===== src/rtl/ttfir_pkg.sv =====
// Shared constants, state encodings and sizing helpers for the ttfir coefficient path.
// No logic; sizing functions are evaluated at elaboration only.
package ttfir_pkg;

    localparam int N_TAPS_DEF  = 10;
    localparam int BW_COEF_DEF = 4;
    localparam int BW_CFG_DEF  = 2;

    localparam logic [1:0] ST_IDLE  = 2'd0;
    localparam logic [1:0] ST_LOAD  = 2'd1;
    localparam logic [1:0] ST_FLUSH = 2'd2;
    localparam logic [1:0] ST_RUN   = 2'd3;

    function automatic int beats_f(input int bw_coef, input int bw_cfg);
        return bw_coef / bw_cfg;
    endfunction

    function automatic int total_f(input int n_taps, input int bw_coef, input int bw_cfg);
        return n_taps * beats_f(bw_coef, bw_cfg);
    endfunction

    // Counter width for values 0..range-1, never narrower than one bit.
    function automatic int cnt_w(input int range);
        return (range > 1) ? $clog2(range) : 1;
    endfunction

endpackage


===== src/rtl/ttfir_coef_stage.sv =====
// Staging bank for serial coefficient beats with beat/tap counters and a last-beat flag.
// Latency: a written beat is visible on stage the next cycle; stage_nxt merges the current beat combinationally.
// Backpressure: none; every we cycle consumes one beat.
module ttfir_coef_stage
    import ttfir_pkg::*;
#(
    parameter int N_TAPS  = N_TAPS_DEF,
    parameter int BW_COEF = BW_COEF_DEF,
    parameter int BW_CFG  = BW_CFG_DEF
) (
    input  logic                        clk,
    input  logic                        rst,
    input  logic                        we,
    input  logic                        clr,
    input  logic [BW_CFG-1:0]           din,
    output logic [N_TAPS*BW_COEF-1:0]   stage,
    output logic [N_TAPS*BW_COEF-1:0]   stage_nxt,
    output logic                        last
);

    localparam int BEATS = beats_f(BW_COEF, BW_CFG);
    localparam int BW_B  = cnt_w(BEATS);
    localparam int BW_T  = cnt_w(N_TAPS);

    logic [BW_B-1:0] beat_cnt;
    logic [BW_T-1:0] tap_cnt;
    logic            beat_wrap;

    assign beat_wrap = (beat_cnt == BW_B'(BEATS - 1));
    assign last      = beat_wrap && (tap_cnt == BW_T'(N_TAPS - 1));

    // Beats fill each tap least-significant chunk first, tap 0 first.
    always_comb begin
        stage_nxt = stage;
        for (int t = 0; t < N_TAPS; t++) begin
            for (int b = 0; b < BEATS; b++) begin
                if (tap_cnt == BW_T'(t) && beat_cnt == BW_B'(b)) begin
                    stage_nxt[(t*BEATS + b)*BW_CFG +: BW_CFG] = din;
                end
            end
        end
    end

    always_ff @(posedge clk or posedge rst) begin
        if (rst) begin
            stage    <= '0;
            beat_cnt <= '0;
            tap_cnt  <= '0;
        end else if (clr) begin
            stage    <= '0;
            beat_cnt <= '0;
            tap_cnt  <= '0;
        end else if (we) begin
            stage <= stage_nxt;
            if (beat_wrap) begin
                beat_cnt <= '0;
                tap_cnt  <= last ? '0 : tap_cnt + BW_T'(1);
            end else begin
                beat_cnt <= beat_cnt + BW_B'(1);
            end
        end
    end

endmodule


===== src/rtl/ttfir_coef_loader.sv =====
// Assembles serial coefficient beats, commits them atomically, flushes the FIR delay line, then runs.
// Latency: commit/abort visible one cycle after the deciding edge; flush lasts N_TAPS cycles.
// Backpressure: none; a beat is taken on every cfg_valid cycle in LOAD, beats outside LOAD are ignored.
module ttfir_coef_loader
    import ttfir_pkg::*;
#(
    parameter int N_TAPS  = N_TAPS_DEF,
    parameter int BW_coef = BW_COEF_DEF,
    parameter int BW_cfg  = BW_CFG_DEF
) (
    input  logic                        clk,
    input  logic                        rst,
    input  logic                        cfg_mode,
    input  logic                        cfg_valid,
    input  logic [BW_cfg-1:0]           cfg_data,
    output logic [N_TAPS*BW_coef-1:0]   coef_out,
    output logic                        fir_en,
    output logic                        flush,
    output logic                        load_busy,
    output logic                        load_done,
    output logic                        load_err
);

    localparam int BW_F = cnt_w(N_TAPS);

    logic [1:0]                  state_q;
    logic [1:0]                  state_d;
    logic [BW_F-1:0]             fcnt_q;
    logic                        stg_we;
    logic                        stg_clr;
    logic                        stg_last;
    logic                        commit;
    logic                        abort;
    logic [N_TAPS*BW_coef-1:0]   stg_bank;
    logic [N_TAPS*BW_coef-1:0]   stg_nxt;

    ttfir_coef_stage #(
        .N_TAPS  (N_TAPS),
        .BW_COEF (BW_coef),
        .BW_CFG  (BW_cfg)
    ) u_stage (
        .clk       (clk),
        .rst       (rst),
        .we        (stg_we),
        .clr       (stg_clr),
        .din       (cfg_data),
        .stage     (stg_bank),
        .stage_nxt (stg_nxt),
        .last      (stg_last)
    );

    always_comb begin
        state_d = state_q;
        stg_we  = 1'b0;
        stg_clr = 1'b0;
        commit  = 1'b0;
        abort   = 1'b0;
        case (state_q)
            ST_IDLE: state_d = cfg_mode ? ST_LOAD : ST_FLUSH;
            ST_LOAD: begin
                // Dropping cfg_mode wins over a coincident beat.
                if (!cfg_mode) begin
                    abort   = 1'b1;
                    stg_clr = 1'b1;
                    state_d = ST_FLUSH;
                end else if (cfg_valid) begin
                    stg_we = 1'b1;
                    if (stg_last) begin
                        commit  = 1'b1;
                        state_d = ST_FLUSH;
                    end
                end
            end
            ST_FLUSH: begin
                if (fcnt_q == BW_F'(N_TAPS - 1)) begin
                    state_d = ST_RUN;
                end
            end
            ST_RUN: begin
                if (cfg_mode) begin
                    state_d = ST_LOAD;
                end
            end
            default: state_d = ST_IDLE;
        endcase
    end

    // Outputs are registered from the next state so they track state_q exactly.
    always_ff @(posedge clk or posedge rst) begin
        if (rst) begin
            state_q   <= ST_IDLE;
            fcnt_q    <= '0;
            coef_out  <= '0;
            fir_en    <= 1'b0;
            flush     <= 1'b0;
            load_busy <= 1'b0;
            load_done <= 1'b0;
            load_err  <= 1'b0;
        end else begin
            state_q   <= state_d;
            fcnt_q    <= (state_q == ST_FLUSH && state_d == ST_FLUSH) ? fcnt_q + BW_F'(1) : '0;
            fir_en    <= (state_d == ST_RUN);
            flush     <= (state_d == ST_FLUSH);
            load_busy <= (state_d == ST_LOAD);
            load_done <= commit;
            load_err  <= abort;
            if (commit) begin
                coef_out <= stg_nxt;
            end
        end
    end

endmodule


===== config.mk =====
export PLATFORM = sky130hd
export DESIGN_NAME = ttfir_coef_loader
export DESIGN_NICKNAME = d
export VERILOG_FILES = /design/src/rtl/ttfir_pkg.sv /design/src/rtl/ttfir_coef_stage.sv /design/src/rtl/ttfir_coef_loader.sv
export SDC_FILE = /design/constraint.sdc
export NUM_CORES = 1
export LEC_CHECK = 0
export BUFFER_PORTS_ARGS = -buffer_cell sky130_fd_sc_hd__buf_4
export CORE_ASPECT_RATIO = 0.75
export CORE_MARGIN = 4
export CORE_UTILIZATION = 58
export DETAILED_ROUTE_END_ITERATION = 8
export GPL_TIMING_DRIVEN = 0
export PLACE_DENSITY = 0.88
export SYNTH_ARGS = -nofsm -noshare
export SYNTH_HDL_FRONTEND = slang
export SYNTH_SLANG_ARGS = --single-unit

===== constraint.sdc =====
create_clock -name clk -period 2.96 [get_ports clk]
set_input_delay 0 -clock clk [delete_from_list [all_inputs] [get_ports clk]]
set_output_delay 0 -clock clk [all_outputs]
set_load 0.05 [all_outputs]

==> run metrics <==
crit path launch u_stage.tap_cnt[1]$_DFFE_PP0P_; most frequent cell after synthesis dfrtp_1; Avg Inst Size Synth roughly 12 sq um; design area 5080 sq um; Remaining Overflow, GRT 0; CORE AREA 6990 sq um; Seq/Total Area, Yosys 0.547; FMAX 491 MHz; share of cells above drive strength 1 0.239; routed length per instance 18.7 um; routability cong. 0.896; Worst setup EP type flip-flop; period utilization 0.688; largest net degree at the start of global routing 51; Die W 107 um; nets ~430; Worst setup SP type flip-flop; Site Rows 26; Die H a little over 80 um; outcome finished clean; Post-CTS Setup Bufs 0; top post-synthesis cells by area dfrtp_1, mux2i_1, o2bb2ai_1; proportion of synthesized area in mux cells 0.0946; final setup vio count 0; first-pass GRT wire length between 15000 and 20000 um; PnR worst setup slack 0.923 ns; Yosys reg bits between 90 and 100; met3 WL post-DR 783 um; Synth area leader dfrtp_1; worst vdd ir 0.423 mV; Synth Area in Simple Gates 0.100; FILL cells 495; GRT Total Usage 0.244; Register Area 2350 sq um; Synth top area share 0.547; largest family of logic cells by synthesized area compound AO/OA/AOI/OAI gates; CTS Buf Count 9; path type of the worst setup path flip-flop to flip-flop; Synth Area in Adders 0.0175; r2r worst-path depth 6; placed wire-length estimate around 6800 um; CTS max path bufs 2; via count ~3.2k; Antenna Nets Post-Route 0; Placed Instance Area approximately 4800 sq um; relative slew slack 0.599; ys async rst share 1.00; crit path cell chain inv_1 -> ha_1 -> nand4b_1 -> clkbuf_1 -> o21ai_0 -> o21ai_0; mapped cell area 4300 sq um; Leakage roughly 2.3 nW; fin crit period 2.04 ns; maxcap violations 0; Slew Viols, Final 0; Hold Vio Cnt, Final 0; critical path's largest stage delay 0.45 ns; die area 8870 sq um; setup slack, reg-to-reg 0.92 ns; drt pass-1 iters 5; CTS-repair resized insts 0; DR iter-0 viols about 200; vias in the first global route 3402; Post-synth EDFFs 0; Commonest cells post-synth dfrtp_1, o21ai_0, mux2i_1, o2bb2ai_1, o21ai_1; WL met2 4690 um; RSZ-0062 raised after global routing false; Synth Area in Compound Gates 0.191; Starting Density 0.615; PD cells 613 nW/um^2; DR top layer met4; clk root buf clkbuf_8; Mapped Nets 369; worst-skew pair later-pin latency 0.36 ns; Critical Path Most Common Cell o21ai_0; Post-Route WL 9790 um; cell count after synthesis 357; Area Overhead vs Synth 18.2%; dominant synthesized flop cell dfrtp_1; CTS tree built; Pwr Total ~3.1 mW; FF-to-FF End coef_out[6]$_DFFE_PP0P_; clk sink count 94; Crit-path slowest cell dfrtp_1; WP data required 3.19 ns; Clock Pin Slew Worst Setup and Hold Paths ~0.090 ns; hold buffer count at CTS 4; dpl ws between 1 and 1.5 ns; initial antenna violation count 0; min-delay worst type input port to flip-flop; DRC 0; CP arrival between 2 and 2.5 ns; vias per cell 6.11; ant diodes 0; Ports 51; synth warn 0; CP Max Fanout 10; multi-input logic area 1760 sq um; Core Util, Final 0.726; XOR/XNOR Fraction of Synth Area 0.00611; # H-tree levels 3; Clock Skew 0.00656 ns; M1 wire length 4210 um; Yosys cell types 43; Least-Margin Pin Slew roughly 0.6 ns; Worst Setup EP coef_out[6]$_DFFE_PP0P_; IO buf count about 50; Worst R2R Start u_stage.tap_cnt[1]$_DFFE_PP0P_
-- power by group --
group	internal [mW]	total (mW)	switching (mW)	leakage, nW
clock network	0.480	0.936	0.456	0.114
logic	0.266	0.704	0.438	0.863
registers	1.38	1.47	0.0920	1.30
total	2.13	3.11	0.985	2.27
-- routing by layer --
layer,global-route usage,up-vias
met5,0,-
met4,0.0555,0
met3,0.0622,16
met2,0.408,127
met1,0.326,1596
li1,-,1470
-- cell usage in the layout, fill, tap and decap left out, drive strengths merged --
master	count
a211oi	1
a21boi	4
a21oi	3
a311o	1
a311oi	1
and4b	1
and4bb	10
buf	65
bufinv	2
clkbuf	25
clkinv	3
dfrtp	94
dlygate4sd3	4
ha	6
inv	9
mux2	2
mux2i	38
nand2	5
nand2b	3
nand3	3
nand3b	2
nand4b	8
nor2	6
nor2b	1
nor4b	4
o211a	1
o211ai	2
o21ai	77
o2bb2ai	38
o31ai	1
or3	1
or3b	1
or4	2
xnor2	1
xor2	2
-- stage by stage --
stage                     instances  hold WS (ns)  TNS, ns
after detailed placement        505         0.107        0
after global routing            525        0.0532        0
after CTS                       525        0.0611        0
final                           525        0.0807        0
after floorplan                 357         0.207        0
after global placement          504         0.289   -39.57
-- worst min-delay path by stage --
stage / to / cells after the start / startpoint
2_1_floorplan: u_stage.stage[36]$_DFFE_PP0P_ / 2 / cfg_data[0]
3_3_place_gp: state_q[1]$_DFF_PP0_ / 2 / cfg_mode
3_5_place_dp: coef_out[9]$_DFFE_PP0P_ / 2 / rst
4_1_cts: state_q[1]$_DFF_PP0_ / 3 / cfg_valid
5_1_grt: state_q[1]$_DFF_PP0_ / 3 / cfg_valid
6_report: state_q[1]$_DFF_PP0_ / 3 / cfg_valid
-- flip-flops by register name, indices dropped and copies added (netlist names) --
name              flops
fcnt_q                4
flush                 1
u_stage.stage        38
load_done             1
u_stage.tap_cnt       4
state_q               2
coef_out             40
load_err              1
load_busy             1
u_stage.beat_cnt      1
fir_en                1
-- worst max-delay path, delay by kind of cell, from the launching register on --
kind                       cells  cell delay [ns]
AOI/OAI and AO/OA              2             0.39
adders and majority gates      1             0.29
buffers and inverters          2             0.45
DFF                            1             0.45
and+or+nand+nor                1             0.32
-- final cells by class --
type,count,area share
Sequential cell,94,0.463
Clock buffer,9,0.0244
Timing Repair Buffer,54,0.0857
Tap cell,98,0.0241
Multi-Input combinational cell,225,0.347
Buffer,31,0.0313
Inverter,7,0.00567
Clock inverter,7,0.0190
-- cells by family after synthesis --
family,count (synthesis)
AOI/OAI and AO/OA,129
xor gates and xnor gates,3
adders and majority gates,6
buffers and inverters,38
DFF,94
muxes,40
and+or+nand+nor,47
No activity file was read; power rests on OpenSTA's default activity.
